`config.mk`:
```
export PLATFORM = sky130hd
export DESIGN_NAME = sent_cfg_sched
export DESIGN_NICKNAME = d
export VERILOG_FILES = /design/src/rtl/sent_cfg_sched.sv
export SDC_FILE = /design/constraint.sdc
export NUM_CORES = 1
export LEC_CHECK = 0
export CAP_MARGIN = 5
export CORE_ASPECT_RATIO = 0.5
export CORE_MARGIN = 2
export CORE_UTILIZATION = 29
export CTS_CLUSTER_DIAMETER = 100
export DETAILED_ROUTE_END_ITERATION = 10
export GPL_TIMING_DRIVEN = 1
export SYNTH_ARGS = -nofsm -noshare
export SYNTH_HDL_FRONTEND = slang
export SYNTH_SLANG_ARGS = --single-unit
```
`constraint.sdc`:
```
create_clock -name clk -period 2.4 [get_ports clk]
set_input_delay 0.6 -clock clk [delete_from_list [all_inputs] [get_ports clk]]
set_output_delay 0.6 -clock clk [all_outputs]
set_load 0.05 [all_outputs]
```
`src/rtl/sent_cfg_sched.sv`:
```
// sent_cfg_sched
//   Per-channel configuration scheduler between the SENT parameter-frame
//   decoder and the SENT frame-generator channels. Each decoded configuration
//   goes into a one-deep shadow slot for its channel, and newer data
//   overwrites older pending data. A slot is broadcast only while its channel
//   reports ready (idle or between frames), so a frame never mixes parameters.
//   Channels are served round-robin on the shared broadcast bus.
//
// Parameters
//   SENT_NUM  number of channels served (1..32)
//   CFG_W     packed configuration width
//
// Ports
//   clk              block clock
//   rst              asynchronous reset, active-low
//   in_cfg_vld       one-cycle strobe from the decoder
//   in_cfg_channel   target channel of the strobe
//   in_cfg_data      packed configuration word
//   ch_ready         per-channel level, high = idle or between frames
//   out_cfg_vld      one-cycle broadcast strobe
//   out_cfg_channel  channel addressed by the broadcast (held between strobes)
//   out_cfg_data     configuration delivered (held between strobes)
//   pending          per-channel "slot holds an unissued configuration"
//   drop_err         sticky, a strobe addressed a channel >= SENT_NUM
//
// Optional build macro SENT_CFG_SCHED_STATS_EN adds:
//   stats_clr        synchronous clear of both counters (clear wins)
//   issue_cnt        saturating count of issued configurations
//   ovwr_cnt         saturating count of pending slots overwritten before issue
//
// FSM states (one-hot)
//   state   | meaning
//   IDLE    | wait for a channel that is both pending and ready
//   SEARCH  | rotate-priority pick starting at rr_ptr, register sel
//   ISSUE   | broadcast slot[sel] for one cycle, clear pending[sel]
//   GAP     | one forced low cycle between broadcasts

module sent_cfg_sched #(
    parameter int SENT_NUM = 1,
    parameter int CFG_W    = 66
) (
    input  logic                clk,
    input  logic                rst,
    input  logic                in_cfg_vld,
    input  logic [7:0]          in_cfg_channel,
    input  logic [CFG_W-1:0]    in_cfg_data,
    input  logic [SENT_NUM-1:0] ch_ready,
`ifdef SENT_CFG_SCHED_STATS_EN
    input  logic                stats_clr,
    output logic [15:0]         issue_cnt,
    output logic [15:0]         ovwr_cnt,
`endif
    output logic                out_cfg_vld,
    output logic [7:0]          out_cfg_channel,
    output logic [CFG_W-1:0]    out_cfg_data,
    output logic [SENT_NUM-1:0] pending,
    output logic                drop_err
);

    localparam int         PTR_W  = (SENT_NUM > 1) ? $clog2(SENT_NUM) : 1;
    localparam int         SLOT_N = 1 << PTR_W;
    localparam logic [8:0] NUM_CH = 9'(SENT_NUM);
    localparam logic [PTR_W-1:0] LAST_CH = PTR_W'(SENT_NUM - 1);

    typedef enum logic [3:0] {
        ST_IDLE   = 4'b0001,
        ST_SEARCH = 4'b0010,
        ST_ISSUE  = 4'b0100,
        ST_GAP    = 4'b1000
    } state_t;

    state_t state;
    state_t state_nxt;

    // Slot array is padded to a power of two so the index width is exact;
    // entries at or above SENT_NUM are never written or read.
    logic [CFG_W-1:0]    slot [SLOT_N];

    logic [PTR_W-1:0]    rr_ptr;
    logic [PTR_W-1:0]    sel;
    logic [7:0]          chan_hold;
    logic [CFG_W-1:0]    data_hold;

    logic                cap_ok;
    logic [PTR_W-1:0]    cap_idx;
    logic [SENT_NUM-1:0] cap_set;
    logic [SENT_NUM-1:0] issue_clr;
    logic [SENT_NUM-1:0] cand;
    logic                any_cand;
    logic                is_issue;

    logic                hi_found;
    logic [PTR_W-1:0]    hi_sel;
    logic [PTR_W-1:0]    lo_sel;
    logic [PTR_W-1:0]    cand_sel;

    assign cap_ok   = in_cfg_vld && ({1'b0, in_cfg_channel} < NUM_CH);
    assign cap_idx  = in_cfg_channel[PTR_W-1:0];
    assign cand     = pending & ch_ready;
    assign any_cand = |cand;
    assign is_issue = (state == ST_ISSUE);

    // Rotating priority: the lowest candidate at or above rr_ptr wins,
    // otherwise wrap to the lowest candidate overall.
    always_comb begin
        hi_found = 1'b0;
        hi_sel   = '0;
        lo_sel   = '0;
        for (int i = SENT_NUM - 1; i >= 0; i--) begin
            if (cand[i]) begin
                lo_sel = PTR_W'(i);
                if (PTR_W'(i) >= rr_ptr) begin
                    hi_found = 1'b1;
                    hi_sel   = PTR_W'(i);
                end
            end
        end
        cand_sel = hi_found ? hi_sel : lo_sel;
    end

    // Clear is applied before set, so a capture landing on the channel being
    // issued keeps it pending with the newer data.
    always_comb begin
        issue_clr = '0;
        cap_set   = '0;
        for (int i = 0; i < SENT_NUM; i++) begin
            issue_clr[i] = is_issue && (sel == PTR_W'(i));
            cap_set[i]   = cap_ok && (in_cfg_channel == 8'(i));
        end
    end

    // State register
    always_ff @(posedge clk or negedge rst) begin
        if (!rst) begin
            state <= ST_IDLE;
        end else begin
            state <= state_nxt;
        end
    end

    // Next-state logic
    always_comb begin
        state_nxt = state;
        unique case (state)
            ST_IDLE:   if (any_cand) state_nxt = ST_SEARCH;
            // ch_ready may have dropped since IDLE looked at it.
            ST_SEARCH: state_nxt = any_cand ? ST_ISSUE : ST_IDLE;
            ST_ISSUE:  state_nxt = ST_GAP;
            ST_GAP:    state_nxt = ST_IDLE;
            default:   state_nxt = ST_IDLE;
        endcase
    end

    // Output logic. The broadcast word reads the slot live during ISSUE so a
    // capture for the selected channel during SEARCH is not lost; outside
    // ISSUE the last broadcast is held.
    always_comb begin
        out_cfg_vld     = 1'b0;
        out_cfg_channel = chan_hold;
        out_cfg_data    = data_hold;
        if (is_issue) begin
            out_cfg_vld     = 1'b1;
            out_cfg_channel = {{(8 - PTR_W){1'b0}}, sel};
            out_cfg_data    = slot[sel];
        end
    end

    always_ff @(posedge clk) begin
        if (cap_ok) begin
            slot[cap_idx] <= in_cfg_data;
        end
    end

    always_ff @(posedge clk or negedge rst) begin
        if (!rst) begin
            pending   <= '0;
            rr_ptr    <= '0;
            sel       <= '0;
            chan_hold <= '0;
            data_hold <= '0;
            drop_err  <= 1'b0;
        end else begin
            pending <= (pending & ~issue_clr) | cap_set;
            if (in_cfg_vld && !cap_ok) begin
                drop_err <= 1'b1;
            end
            if ((state == ST_SEARCH) && any_cand) begin
                sel <= cand_sel;
            end
            if (is_issue) begin
                rr_ptr    <= (sel == LAST_CH) ? '0 : sel + 1'b1;
                chan_hold <= out_cfg_channel;
                data_hold <= out_cfg_data;
            end
        end
    end

`ifdef SENT_CFG_SCHED_STATS_EN
    // An overwrite is a capture onto a slot that is still pending after this
    // cycle's issue; replacing the slot being broadcast right now is not one.
    logic ovwr_evt;
    assign ovwr_evt = |(cap_set & pending & ~issue_clr);

    always_ff @(posedge clk or negedge rst) begin
        if (!rst) begin
            issue_cnt <= '0;
            ovwr_cnt  <= '0;
        end else if (stats_clr) begin
            issue_cnt <= '0;
            ovwr_cnt  <= '0;
        end else begin
            if (is_issue && (issue_cnt != 16'hFFFF)) begin
                issue_cnt <= issue_cnt + 16'd1;
            end
            if (ovwr_evt && (ovwr_cnt != 16'hFFFF)) begin
                ovwr_cnt <= ovwr_cnt + 16'd1;
            end
        end
    end
`endif

endmodule

```
**After elaboration in Yosys (flattened, before gate mapping)**

Memories as Yosys holds them, arrays and structs flattened.
Cells that the tools add are included.

- Bits in registers: 80
- Latch bits: 0
- Bits in writable memories: 132
- Memory bits (read-only): 0
- Output and inout bits: 77
- Memories: 1

- $add $sub $neg: 0
- Multipliers: 0
- Divide/modulo/power cells: 0
- Order comparisons: 1
- Equal/unequal tests: 4
- Shift-type cells: 0
- Multiplexer cells: 8
- Bitwise operators: 4
- Reduce and logical (&&, ||, !) cells: 5

Memories:

| memory | words | bits a word | rd ports | clocked after Yosys merged registers in | wr ports | RTL line | source |
|---|---|---|---|---|---|---|---|
| slot | 2 | 66 | 1 | 0 | 1 | 77 | `logic [CFG_W-1:0] slot [SLOT_N];` |

Operators with widths:

| operator | count |
|---|---|
| $mux 66 | 1 |
| $pmux 4 s3 | 1 |
| $logic_not 8->1 | 1 |
| $lt 8x1->1 const B | 1 |
| $mux 8 | 1 |
| $eq 4x1->1 const B | 1 |
| $eq 4x2->1 const B | 1 |
| $eq 4x3->1 const B | 1 |
| $mux 4 | 1 |
| $logic_and 1x1->1 | 3 |
| $mux 1 | 3 |
| $mux 3 | 1 |
| $and 1x1->1 | 2 |
| $ne 2x2->1 const B | 1 |
| $logic_not 1->1 | 1 |
| $not 1->1 | 1 |
| $or 1x1->1 | 1 |

**Logic depth before layout (Yosys ltp)**

- Depth after elaboration: 4
- Depth in mapped cells: 5
- Depth with buffers taken out: 3

**Worst setup path before layout**

OpenSTA, ideal clock, no wires.

- Path kind: input to register
- From: in in_cfg_channel[7]
- To: mem slot[0][0] (enable)
- Arrival time: 3.737 ns
- Required time: 1.910 ns
- Path slack: -1.827 ns
- Stages: 3
- Path buffers: 0
- Cells stage by stage: nor4_1 -> nand2_1 -> nor2_1

- Cells in the longest elaborated chain, start to end: 4

RTL lines:

| element | RTL line | source |
|---|---|---|
| start, declared | 45 | `input logic [7:0] in_cfg_channel,` |
| $lt 8x1->1 | 97 | `assign cap_ok = in_cfg_vld && ({1'b0, in_cfg_channel} < NUM_CH);` |
| $logic_and 1x1->1 | 97 |  |
| $mux 1 | 169 | `if (cap_ok) begin` |
| $mux 1 (implied by the code) | 170 | `slot[cap_idx] <= in_cfg_data;` |
| end, declared | 77 |  |

No other way between the ends.

**Worst setup path after layout**

- From: reg state[0]
- To: out out_cfg_data[3]

- Cells in the longest elaborated chain, start to end: 2

RTL lines:

| element | RTL line | source |
|---|---|---|
| start, declared | 72 | `state_t state;` |
| start signal, assigned | 137 | `state <= state_nxt;` |
| $eq 4x3->1 | 101 | `assign is_issue = (state == ST_ISSUE);` |
| $mux 66 | 161 | `if (is_issue) begin` |
| end, declared | 55 | `output logic [CFG_W-1:0] out_cfg_data,` |

No other way between the ends.

==> run metrics <==
outcome finished, violations left; violated checks negative setup slack; Power, Total 8490 µW; count of pins over their slew limit 0; Setup crit end kind output pin; crit path DAT 2060 ps; mux contribution to synthesized area 25.5%; # DRC 0; power density cells 898 mW/mm²; Area Growth Syn to Fin 62.2%; final setup skew 11.7 ps; clock root buffer clkbuf_16; cell area after layout 0.00946 mm²; largest net degree at the start of global routing 36; Post-synth EDFFs 66; drt pass-1 iters 4; GP Congestion 0.673; global-route wire length before repair 21100 µm; Final Hold Vio Count 0; HP Class input pin to asynchronous set/reset pin; WL/cell 16.8 µm; CTS clock-pin slew for the worst setup and hold paths 60 ps; Clock Latency Late Sink 420 ps; Synth Register Bits 146; H-tree Lvls 4; post-layout min period 2660 ps; maximum VDD drop 463 µV; CTS tree done; CTS Hold Bufs 0; Synth Net Count 407; io pins 155; GRT overflow 0; Post-synth ARST share 54.8%; number of global-route vias before repair 3748; Placement Setup Slack 74.1 ps; die span in y 104 µm; period utilization 111%; IO Port Bufs 154; Req. time, crit path 1800 ps; Synth Area in Compound Gates 0.451%; Synth warnings 0; synthesized area 0.00583 mm²; initial antenna violation count 1; via-per-instance ratio 4.29; MaxCap Viol Count 0; Core Rows 36; Synth Instances 329; TritonCTS Sinks 146; crit-path max FO 7; largest family of logic cells by synthesized area multiplexers; Post-Synth XOR/XNOR Area 0%; via count 3508; fillers 1673; Placed Area 0.00766 mm²; RR Startpoint state[0]; core box area 0.0196 mm²; final core occ 48.3%; Slew headroom 64.9%; CTS buffer count 17; DR iter-0 viols 88; starting density of the core 29.8%; Top FF cell, synth dfrtp_1; gr usage total 13.0%; critical path launch point state[0]; die area 0.0213 mm²; # nets final 617; leak pwr 0.00403 µW; clk buf depth 2; Post-DRT Antenna Nets 0; endpoints failing setup 75; Setup TNS -15590 ps; Total Wirelength 13700 µm; Post-Synth Adder-Cell Area 0%; RSZ-0062 raised after global routing yes; Mapped Avg Cell Area 17.7 µm²; CP startpoint kind flip-flop; Die W 205 µm; Distinct cells, synth 21; Simple-Gate Fraction of Synth Area 3.15%; share of cells above drive strength 1 51.3%; Worst-Margin Slew 525 ps; fmax 376 MHz; HPWL after DPL 7940 µm; Seq/Total Area, Yosys 68.3%; Final WS setup -260 ps; ANT cells 0; WS Path Type flip-flop to output pin
through the flow:
| step | hold WS [ps] | std cells |
|---|---|---|
| 2_1_floorplan | 304 | 329 |
| 5_1_grt | 179 | 818 |
| 6_report | 152 | 818 |
| 3_3_place_gp | 461 | 749 |
| 3_5_place_dp | 460 | 749 |
| 4_1_cts | 156 | 812 |
worst max-delay path: stages (launching register included):
cell and delay [ps]:
dfstp_2 370, nand2b_4 150, nor3_4 200, buf_6 150, buf_12 150, clkbuf_16 170, mux2_4 300, buf_6 150
area by class of cell:
class	instances	area [µm²]	share of cell area [%]
clock inverter	15	124	1.31
clock buffer	17	425	4.50
timing repair buffer	207	2530	26.8
tap	266	333	3.52
sequential	146	3990	42.1
multi-input combinational	165	2050	21.7
inverter	2	7.51	0.0794
per-layer routing:
metal  part of all wire, %  GRT usage, %  up-vias  wire [µm]
li1                      -             -     1637          -
met1                    44          16.4     1798       6000
met2                    52          22.0       60       7110
met3                   3.4          3.29       11        468
met4                  0.83          3.88        2        114
met5                 0.080             0        -         11
flip-flops by register name, summed over array words and instances, names as in the netlist:
register and count:
data_hold 66, pending 1, slot 66, chan_hold 8, state 4, drop_err 1
cells by family after synthesis:
logic type | count (synthesis)
flip-flops | 146
buffers and inverters | 18
AND/OR/NAND/NOR | 29
AO/OA/AOI/OAI | 4
multiplexers | 132
synthesized netlist by cell type, drive strengths merged (2+ instances only):
| cell | n | area share, % |
|---|---|---|
| nand2b | 2 | 0.21 |
| buf | 16 | 2.4 |
| nor3 | 4 | 0.54 |
| mux2 | 132 | 25 |
| nor4 | 2 | 0.21 |
| nor2b | 16 | 1.7 |
| dfrtp | 79 | 34 |
| edfxtp | 66 | 34 |
| inv | 2 | 0.13 |
| nor2 | 2 | 0.13 |
timing repair:
item / in CTS / in global routing
gates resized for setup: 167 / 64
gates cloned: 7 / 3
pin swaps: 0 / 1
setup endpoints to repair: 74 / 75
endpoints found under the hold margin: 0 / 0
buffers inserted: 24 / 8
worst paths after layout:
check,endpoint,slack [ps],cells after the start
worst max-delay path,out_cfg_data[3],-260,7
worst min-delay path,data_hold[28],150,1
worst max register to register,data_hold[32],440,8
worst min register to register,drop_err,480,1
max in group asynchronous,data_hold[57],1640,2
min in group clk,drop_err,480,1
placed cells by master (no fill, tap or decap), types with 5 or more instances in the layout:
cell / n
buf_6: 63
mux2_1: 26
edfxtp_1: 66
buf_8: 27
dfrtp_1: 78
mux2_4: 66
mux2_2: 40
buf_4: 19
clkdlybuf4s50_1: 78
bufbuf_16: 5
clkbuf_16: 20
nor2b_1: 8
buf_12: 10
inv_6: 7
nor2b_4: 8
power by group:
group | switching [µW] | internal (µW)
Sequential | 151 | 2920
Clock | 1140 | 1360
Combinational | 1550 | 1370
Power figures use the tool's default switching activity.
